## config.mk

```make
export PLATFORM = sky130hd
export DESIGN_NAME = card_match_engine_flat
export DESIGN_NICKNAME = d
export VERILOG_FILES = /design/src/rtl/card_match_engine_pkg.sv /design/src/rtl/card_match_engine_if.sv /design/src/rtl/card_match_engine_mismatch_timer.sv /design/src/rtl/card_match_engine.sv /design/src/flat_wrapper.sv
export SDC_FILE = /design/constraint.sdc
export NUM_CORES = 1
export LEC_CHECK = 0
export ABC_AREA = 1
export BUFFER_PORTS_ARGS = -buffer_cell sky130_fd_sc_hd__buf_2
export CAP_MARGIN = 20
export CELL_PAD_IN_SITES_DETAIL_PLACEMENT = 1
export CELL_PAD_IN_SITES_GLOBAL_PLACEMENT = 2
export CORE_MARGIN = 10
export CORE_UTILIZATION = 34
export DETAILED_ROUTE_END_ITERATION = 8
export GPL_TIMING_DRIVEN = 0
export PLACE_DENSITY_LB_ADDON = 0.1
export SYNTH_ARGS = -nofsm -noshare
export SYNTH_HDL_FRONTEND = slang
export SYNTH_SLANG_ARGS = --single-unit
```

## constraint.sdc

```tcl
create_clock -name clk -period 9.2 [get_ports clk]
set_input_delay 0.46 -clock clk [delete_from_list [all_inputs] [get_ports clk]]
set_output_delay 0.46 -clock clk [all_outputs]
set_load 0.005 [all_outputs]
```

## src/rtl/card_match_engine_pkg.sv

```systemverilog
`default_nettype none
// ============================================================================
//  Module   : card_flip_pkg
//  Purpose  : Shared sizes, FSM state encoding and card-value extraction for
//             the card match engine.
//  Contents : NUM_CARDS, VAL_W, IDX_W, MAP_W, state_t, card_val()
//  Revision : 1.0  initial release
// ============================================================================
package card_flip_pkg;

    localparam int NUM_CARDS = 16;
    localparam int VAL_W     = 3;
    localparam int IDX_W     = 4;
    localparam int MAP_W     = 48;

    typedef enum logic [2:0] {
        EMPTY       = 3'd0,
        WAIT_FIRST  = 3'd1,
        WAIT_SECOND = 3'd2,
        COMPARE     = 3'd3,
        HOLD        = 3'd4,
        WON         = 3'd5
    } state_t;

    // The map is an ascending vector, so map[3*idx] (the lowest index of the
    // slice) lands in the MSB of the returned value.
    function automatic logic [VAL_W-1:0] card_val(input logic [0:MAP_W-1] map,
                                                  input logic [IDX_W-1:0] idx);
        return map[VAL_W*int'(idx) +: VAL_W];
    endfunction

endpackage
`default_nettype wire

```

## src/rtl/card_match_engine_if.sv

```systemverilog
`default_nettype none
// ============================================================================
//  Module   : card_match_engine_if
//  Purpose  : Groups the map-load, selection and display/status signals of
//             the card match engine.
//  Ports    : master drives map_in/map_load/sel_card/sel_valid and observes
//             the rest; slave (the engine) is the mirror image.
//  Revision : 1.0  initial release
// ============================================================================
interface card_match_engine_if;
    import card_flip_pkg::*;

    logic [0:MAP_W-1]     map_in;
    logic                 map_load;
    logic [IDX_W-1:0]     sel_card;
    logic                 sel_valid;
    logic                 sel_ready;
    logic [NUM_CARDS-1:0] face_up;
    logic [NUM_CARDS-1:0] matched;
    logic [0:MAP_W-1]     map_out;
    logic                 match_pulse;
    logic                 mismatch_pulse;
    logic [7:0]           attempts;
    logic                 game_won;

    modport master (
        output map_in, map_load, sel_card, sel_valid,
        input  sel_ready, face_up, matched, map_out,
               match_pulse, mismatch_pulse, attempts, game_won
    );

    modport slave (
        input  map_in, map_load, sel_card, sel_valid,
        output sel_ready, face_up, matched, map_out,
               match_pulse, mismatch_pulse, attempts, game_won
    );

endinterface
`default_nettype wire

```

## src/rtl/card_match_engine_mismatch_timer.sv

```systemverilog
`default_nettype none
// ============================================================================
//  Module   : mismatch_timer
//  Purpose  : Down-counter that times how long a mismatched pair stays
//             face-up. load presets MISMATCH_HOLD-1, run decrements toward 0,
//             expire is high whenever the count is 0.
//  Ports    : clk, reset (async, active-high), clear, load, run -> expire
//  Revision : 1.0  initial release
// ============================================================================
module mismatch_timer #(
    parameter int MISMATCH_HOLD = 25000000
) (
    input  wire logic clk,
    input  wire logic reset,
    input  wire logic clear,
    input  wire logic load,
    input  wire logic run,
    output logic      expire
);

    localparam int               CNT_W    = $clog2(MISMATCH_HOLD + 1);
    localparam logic [CNT_W-1:0] LOAD_VAL = CNT_W'(MISMATCH_HOLD - 1);

    logic [CNT_W-1:0] count;

    always_ff @(posedge clk or posedge reset) begin
        if (reset) begin
            count <= '0;
        end else if (clear) begin
            count <= '0;
        end else if (load) begin
            count <= LOAD_VAL;
        end else if (run && (count != '0)) begin
            count <= count - 1'b1;
        end
    end

    assign expire = (count == '0);

endmodule
`default_nettype wire

```

## src/rtl/card_match_engine.sv

```systemverilog
`default_nettype none
// ============================================================================
//  Module   : card_match_engine
//  Purpose  : Memory-game logic. Latches the 48-bit card map, takes two card
//             selections, compares their values, marks matches or shows a
//             mismatched pair for MISMATCH_HOLD cycles, and flags the win.
//  Ports    : clk, reset (async, active-high),
//             bus (card_match_engine_if.slave): map_in/map_load/sel_card/
//             sel_valid in; sel_ready/face_up/matched/map_out/match_pulse/
//             mismatch_pulse/attempts/game_won out
//  Revision : 1.0  initial release
// ============================================================================
module card_match_engine
    import card_flip_pkg::*;
#(
    parameter int MISMATCH_HOLD = 25000000
) (
    input  wire logic           clk,
    input  wire logic           reset,
    card_match_engine_if.slave  bus
);

    state_t               state_q, state_d;
    logic [0:MAP_W-1]     map_q, map_d;
    logic [NUM_CARDS-1:0] face_up_q, face_up_d;
    logic [NUM_CARDS-1:0] matched_q, matched_d;
    logic [IDX_W-1:0]     first_q, first_d;
    logic [IDX_W-1:0]     second_q, second_d;
    logic [7:0]           attempts_q, attempts_d;
    logic                 match_q, match_d;
    logic                 mismatch_q, mismatch_d;

    logic timer_clear;
    logic timer_load;
    logic timer_run;
    logic timer_expire;
    logic accept;

    mismatch_timer #(
        .MISMATCH_HOLD (MISMATCH_HOLD)
    ) u_timer (
        .clk    (clk),
        .reset  (reset),
        .clear  (timer_clear),
        .load   (timer_load),
        .run    (timer_run),
        .expire (timer_expire)
    );

    // A card already face-up (the pending first pick or a matched card) can
    // never be picked again; such strobes are simply dropped.
    assign accept = bus.sel_valid && !bus.map_load &&
                    ((state_q == WAIT_FIRST) || (state_q == WAIT_SECOND)) &&
                    !face_up_q[bus.sel_card];

    always_ff @(posedge clk or posedge reset) begin
        if (reset) begin
            state_q    <= EMPTY;
            map_q      <= '0;
            face_up_q  <= '0;
            matched_q  <= '0;
            first_q    <= '0;
            second_q   <= '0;
            attempts_q <= '0;
            match_q    <= 1'b0;
            mismatch_q <= 1'b0;
        end else begin
            state_q    <= state_d;
            map_q      <= map_d;
            face_up_q  <= face_up_d;
            matched_q  <= matched_d;
            first_q    <= first_d;
            second_q   <= second_d;
            attempts_q <= attempts_d;
            match_q    <= match_d;
            mismatch_q <= mismatch_d;
        end
    end

    always_comb begin
        state_d     = state_q;
        map_d       = map_q;
        face_up_d   = face_up_q;
        matched_d   = matched_q;
        first_d     = first_q;
        second_d    = second_q;
        attempts_d  = attempts_q;
        match_d     = 1'b0;
        mismatch_d  = 1'b0;
        timer_clear = 1'b0;
        timer_load  = 1'b0;
        timer_run   = 1'b0;

        if (bus.map_load) begin
            // New game overrides whatever is in progress, including HOLD.
            map_d       = bus.map_in;
            face_up_d   = '0;
            matched_d   = '0;
            attempts_d  = '0;
            timer_clear = 1'b1;
            state_d     = WAIT_FIRST;
        end else begin
            unique case (state_q)
                WAIT_FIRST: begin
                    if (accept) begin
                        face_up_d[bus.sel_card] = 1'b1;
                        first_d                 = bus.sel_card;
                        state_d                 = WAIT_SECOND;
                    end
                end
                WAIT_SECOND: begin
                    if (accept) begin
                        face_up_d[bus.sel_card] = 1'b1;
                        second_d                = bus.sel_card;
                        state_d                 = COMPARE;
                    end
                end
                COMPARE: begin
                    if (attempts_q != 8'hFF) begin
                        attempts_d = attempts_q + 8'd1;
                    end
                    if (card_val(map_q, first_q) == card_val(map_q, second_q)) begin
                        matched_d[first_q]  = 1'b1;
                        matched_d[second_q] = 1'b1;
                        match_d             = 1'b1;
                        state_d             = (matched_d == '1) ? WON : WAIT_FIRST;
                    end else begin
                        mismatch_d = 1'b1;
                        timer_load = 1'b1;
                        state_d    = HOLD;
                    end
                end
                HOLD: begin
                    if (timer_expire) begin
                        face_up_d[first_q]  = 1'b0;
                        face_up_d[second_q] = 1'b0;
                        state_d             = WAIT_FIRST;
                    end else begin
                        timer_run = 1'b1;
                    end
                end
                WON:     state_d = WON;
                EMPTY:   state_d = EMPTY;
                default: state_d = EMPTY;
            endcase
        end
    end

    assign bus.sel_ready      = (state_q == WAIT_FIRST) || (state_q == WAIT_SECOND);
    assign bus.game_won       = (state_q == WON);
    assign bus.face_up        = face_up_q;
    assign bus.matched        = matched_q;
    assign bus.map_out        = map_q;
    assign bus.match_pulse    = match_q;
    assign bus.mismatch_pulse = mismatch_q;
    assign bus.attempts       = attempts_q;

endmodule
`default_nettype wire

```

## src/flat_wrapper.sv

```systemverilog
// flat-port wrapper written by rule: the top's interface ports become plain ports
module card_match_engine_flat import card_flip_pkg::*;
#(
    parameter int MISMATCH_HOLD = 25000000
)
  (clk, reset, bus_map_in, bus_map_load, bus_sel_card, bus_sel_valid, bus_sel_ready, bus_face_up, bus_matched, bus_map_out, bus_match_pulse, bus_mismatch_pulse, bus_attempts, bus_game_won);
  card_match_engine_if bus_i ();
  input  wire logic clk;
  input  wire logic reset;
  input wire logic [$bits(bus_i.map_in)-1:0] bus_map_in;
  input wire logic [$bits(bus_i.map_load)-1:0] bus_map_load;
  input wire logic [$bits(bus_i.sel_card)-1:0] bus_sel_card;
  input wire logic [$bits(bus_i.sel_valid)-1:0] bus_sel_valid;
  output wire logic [$bits(bus_i.sel_ready)-1:0] bus_sel_ready;
  output wire logic [$bits(bus_i.face_up)-1:0] bus_face_up;
  output wire logic [$bits(bus_i.matched)-1:0] bus_matched;
  output wire logic [$bits(bus_i.map_out)-1:0] bus_map_out;
  output wire logic [$bits(bus_i.match_pulse)-1:0] bus_match_pulse;
  output wire logic [$bits(bus_i.mismatch_pulse)-1:0] bus_mismatch_pulse;
  output wire logic [$bits(bus_i.attempts)-1:0] bus_attempts;
  output wire logic [$bits(bus_i.game_won)-1:0] bus_game_won;
  assign bus_i.map_in = bus_map_in;
  assign bus_i.map_load = bus_map_load;
  assign bus_i.sel_card = bus_sel_card;
  assign bus_i.sel_valid = bus_sel_valid;
  assign bus_sel_ready = bus_i.sel_ready;
  assign bus_face_up = bus_i.face_up;
  assign bus_matched = bus_i.matched;
  assign bus_map_out = bus_i.map_out;
  assign bus_match_pulse = bus_i.match_pulse;
  assign bus_mismatch_pulse = bus_i.mismatch_pulse;
  assign bus_attempts = bus_i.attempts;
  assign bus_game_won = bus_i.game_won;
  card_match_engine #(.MISMATCH_HOLD(MISMATCH_HOLD)) u_core (.clk(clk), .reset(reset), .bus(bus_i));
endmodule
```

==> implementation parameters <==
Parameter                              Value

CTS
  Largest buffer count on any clock path ... 2
  Reg clk slew, reported paths ... 0.07 ns
  Buffers inserted by post-CTS timing repair ... 0
  Number of gates resized after CTS ... 0
  Clock sinks ... 126
  Library cell used as clock root buffer ... sky130_fd_sc_hd__clkbuf_16
  Number of CTS-inserted buffers ... 17
  TritonCTS clock tree ... yes
  Clock latency reported for the late side of the worst-skew pair ... 0.44 ns
  Hold Buf Count CTS ... 0
  Level count of the clock H-tree ... 4

Die
  Initial Utilization ... 34.3%
  Number of rows in the core area ... 61
  Number of top-level pins ... 148
  Horizontal extent of the die ... 187 um
  Die H ... 187 um
  Die outline area ... 35000 um^2
  Area inside the core boundary ... 27700 um^2

Timing
  Max-slew headroom at the worst pin ... 39.3%
  Max-slew violation count ... 0
  Clk_skew ... 0.0138 ns
  Total of endpoints with negative setup slack in the final report ... 0
  Fin worst setup slack ... 5.51 ns
  Crit share post-route ... 40.1%
  Final Critical Period ... 3.69 ns
  Max Clk Rate ... 271 MHz
  Worst-margin pin slew ... 0.911 ns
  Total Negative Setup Slacks ... 0 ns
  RSZ-0062 raised after global routing ... false
  Count of final hold-check violations ... 0
  Final worst hold slack ... 0.0644 ns

Setup path
  WP data arrival ... 4.00 ns
  Cell at the slowest stage of the critical path ... sky130_fd_sc_hd__dfrtp_1
  Worst setup path category ... reg -> reg
  Crit path cell chain ... ha_1 -> inv_1 -> fa_1 -> buf_2 -> buf_1 -> nand2_1 -> nand3_1 -> nand3_1 -> nand2_1 -> nand2_1 -> nand2_1 -> nand2_1 -> nand2_2 -> nand4_4 -> buf_4 -> nand3_1 -> nand2_1
  Kind of end point of the critical path ... flip-flop
  Buf/Inv on CP ... 4
  Most prevalent standard cell on the critical path ... sky130_fd_sc_hd__nand2_1
  Startpoint class of the critical path ... flip-flop
  Worst-path maximum fanout ... 10
  Category of cells accounting for the largest share of critical-path delay ... simple AND/OR/NAND/NOR gates
  Worst endpoint required time ... 9.52 ns
  Crit path largest cell delay ... 0.48 ns

Placement
  Routability-driven placement congestion ratio ... 0.898
  I/O Buffers ... 147
  Cell Area, Placed ... 10700 um^2
  Pre-CTS setup slack ... 5.56 ns
  Detailed placement HPWL ... 31700 um

Synthesis
  Post-synthesis area per instance ... 6.71 um^2
  Number of enable flip-flop cells after synthesis ... 0
  Post-synth design cell area ... 9510 um^2
  Largest area contributor in the synthesized netlist ... sky130_fd_sc_hd__dfrtp_1
  Number of storage elements in the synthesis netlist ... 126
  Area share of the largest cell type after synthesis ... 33.2%
  Net count of the mapped netlist ... 1495
  Count of different cell masters after synthesis ... 49
  Sequential element share of the synthesized area ... 33.2%
  Post-synth ARST share ... 100%
  Most area-consuming cells after synthesis ... sky130_fd_sc_hd__dfrtp_1 33%, sky130_fd_sc_hd__nand2_1 19%, sky130_fd_sc_hd__nand3_1 12%
  Synth warn ... 0
  Post-Syn Instances ... 1416
  Ys flop type ... sky130_fd_sc_hd__dfrtp_1

Global routing
  Global-route wire length before repair ... 65700 um
  Vias in the first global route ... 11.2k
  Global routing usage summed across all routing layers ... 23.7%
  Antenna violations before repair ... 1
  Overall overflow remaining after global route ... 0
  Largest net degree at the start of global routing ... 81

Layout
  N_diodes ... 0
  Share of layout cells above drive strength 1 ... 18.8%
  Total Nets Final ... 1662
  Syn-to-layout area delta ... 19.8%
  Final standard cell area without fillers ... 11400 um^2
  Core Util, Final ... 41.1%
  Top library cells by usage in the layout, fill and taps aside ... 487 x sky130_fd_sc_hd__nand2_1, 237 x sky130_fd_sc_hd__nand3_1, 178 x sky130_fd_sc_hd__buf_2
  Most frequent standard cell in the layout excluding fill and tap cells ... sky130_fd_sc_hd__nand2_1

Power and ir drop
  Static Leak ... 6.02 nW
  Part of the total power dissipated in combinational logic ... 65.7%
  P_int ... 2.06 mW
  Clock group share of total power ... 17.2%
  NetSw ... 2.47 mW
  Switching share of power ... 54.5%
  Power share of the sequential group ... 17.1%
  Maximum vdd ir drop ... 0.000153 V
  Power density over cell area ... 398 nW/um^2

Detailed routing
  Vias post-DR ... 10.6k
  DRC errors left ... 0
  Routed wire length ... 42200 um
  Initial drt markers ... 721
  WL/cell ... 21.4 um
  Post-route antenna net violation count ... 0
  First-pass iteration count of the detailed router ... 5
  Detailed-route vias per instance ... 5.38

Flow run
  Max-cap violations ... 0

Hold path
  Path type of the worst min-delay path ... in -> async

Outcome
  Result of the run ... complete, no violations
## final cells by class
cell class                 count  area [um^2]
fill                        3680        16300
multi-input combinational   1102         5490
sequential                   126         3150
timing repair buffer         148          763
tap                          378          473
inverter                     115          444
clock buffer                  18          439
buffer                        73          422
clock inverter                14          203
## stage by stage
stage / total power [mW] / std cells
2_1_floorplan: 2.77 / 1416
3_3_place_gp: 3.69 / 1941
3_5_place_dp: 3.71 / 1942
4_1_cts: 4.52 / 1974
5_1_grt: 4.86 / 1974
6_report: 4.53 / 1974
## worst reg2reg max path, stage by stage, from the launching register on
cell and delay [ns]:
sky130_fd_sc_hd__dfrtp_1 0.48, sky130_fd_sc_hd__ha_1 0.34, sky130_fd_sc_hd__inv_1 0.09, sky130_fd_sc_hd__fa_1 0.48, sky130_fd_sc_hd__buf_2 0.27, sky130_fd_sc_hd__buf_1 0.46, sky130_fd_sc_hd__nand2_1 0.11, sky130_fd_sc_hd__nand3_1 0.14
sky130_fd_sc_hd__nand3_1 0.12, sky130_fd_sc_hd__nand2_1 0.08, sky130_fd_sc_hd__nand2_1 0.05, sky130_fd_sc_hd__nand2_1 0.14, sky130_fd_sc_hd__nand2_1 0.08, sky130_fd_sc_hd__nand2_2 0.12, sky130_fd_sc_hd__nand4_4 0.21, sky130_fd_sc_hd__buf_4 0.26
sky130_fd_sc_hd__nand3_1 0.08, sky130_fd_sc_hd__nand2_1 0.06
## kinds of logic after synthesis
| family | count (synthesis) | synth area share (%) |
|---|---|---|
| xor+xnor | 24 | 2.21 |
| simple gates | 852 | 39.3 |
| flops | 126 | 33.2 |
| compound gates | 203 | 13.1 |
| buf+inv | 188 | 9.06 |
| fa+ha+maj | 23 | 3.19 |
## flip-flops by register name, indices dropped and copies added, names as in the netlist
signal	flops
u_core.bus.mismatch_pulse	1
u_core.bus.face_up	16
u_core.u_timer.count	25
u_core.second_q	4
u_core.bus.map_out	48
u_core.bus.match_pulse	1
u_core.first_q	4
u_core.bus.attempts	8
u_core.bus.matched	16
u_core.state_q	3
## power by group through the flow
stage | registers, mW | logic (mW) | clock network [mW]
6_report | 0.773 | 2.98 | 0.780
5_1_grt | 0.787 | 3.26 | 0.815
4_1_cts | 0.772 | 2.96 | 0.790
3_5_place_dp | 0.781 | 2.93 | 0
3_3_place_gp | 0.779 | 2.91 | 0
2_1_floorplan | 0.739 | 2.04 | 0
## Yosys cell counts, drive strengths merged (14+ instances only)
library cell	count
nand2	498
nand3	239
dfrtp	126
inv	113
o21ai	103
nor2	65
buf	59
a21oi	44
ha	21
xor2	19
nor3	16
a22o	15
clkbuf	14
## routing by layer
layer,vias to the layer above,GRT usage (%),share of wire [%]
met1,5235,29.5,43
met2,305,41.1,49
met3,68,3.39,5.0
li1,5007,-,-
met4,2,7.69,2.8
met5,-,0,0.017
## worst paths after layout
check,startpoint,end,slack (ns),cells after the start
max reg2reg,u_core.first_q[0],u_core.bus.matched[0],5.51,17
min reg2reg,u_core.bus.attempts[7],u_core.bus.attempts[7],0.51,1
min in group clk,bus_map_in[22],u_core.bus.map_out[25],0.22,3
min,reset,u_core.bus.face_up[11],0.06,2
max,u_core.first_q[0],u_core.bus.matched[0],5.51,17
max in group asynchronous,reset,u_core.bus.map_out[40],8.30,3
Power figures use the tool's default switching activity.
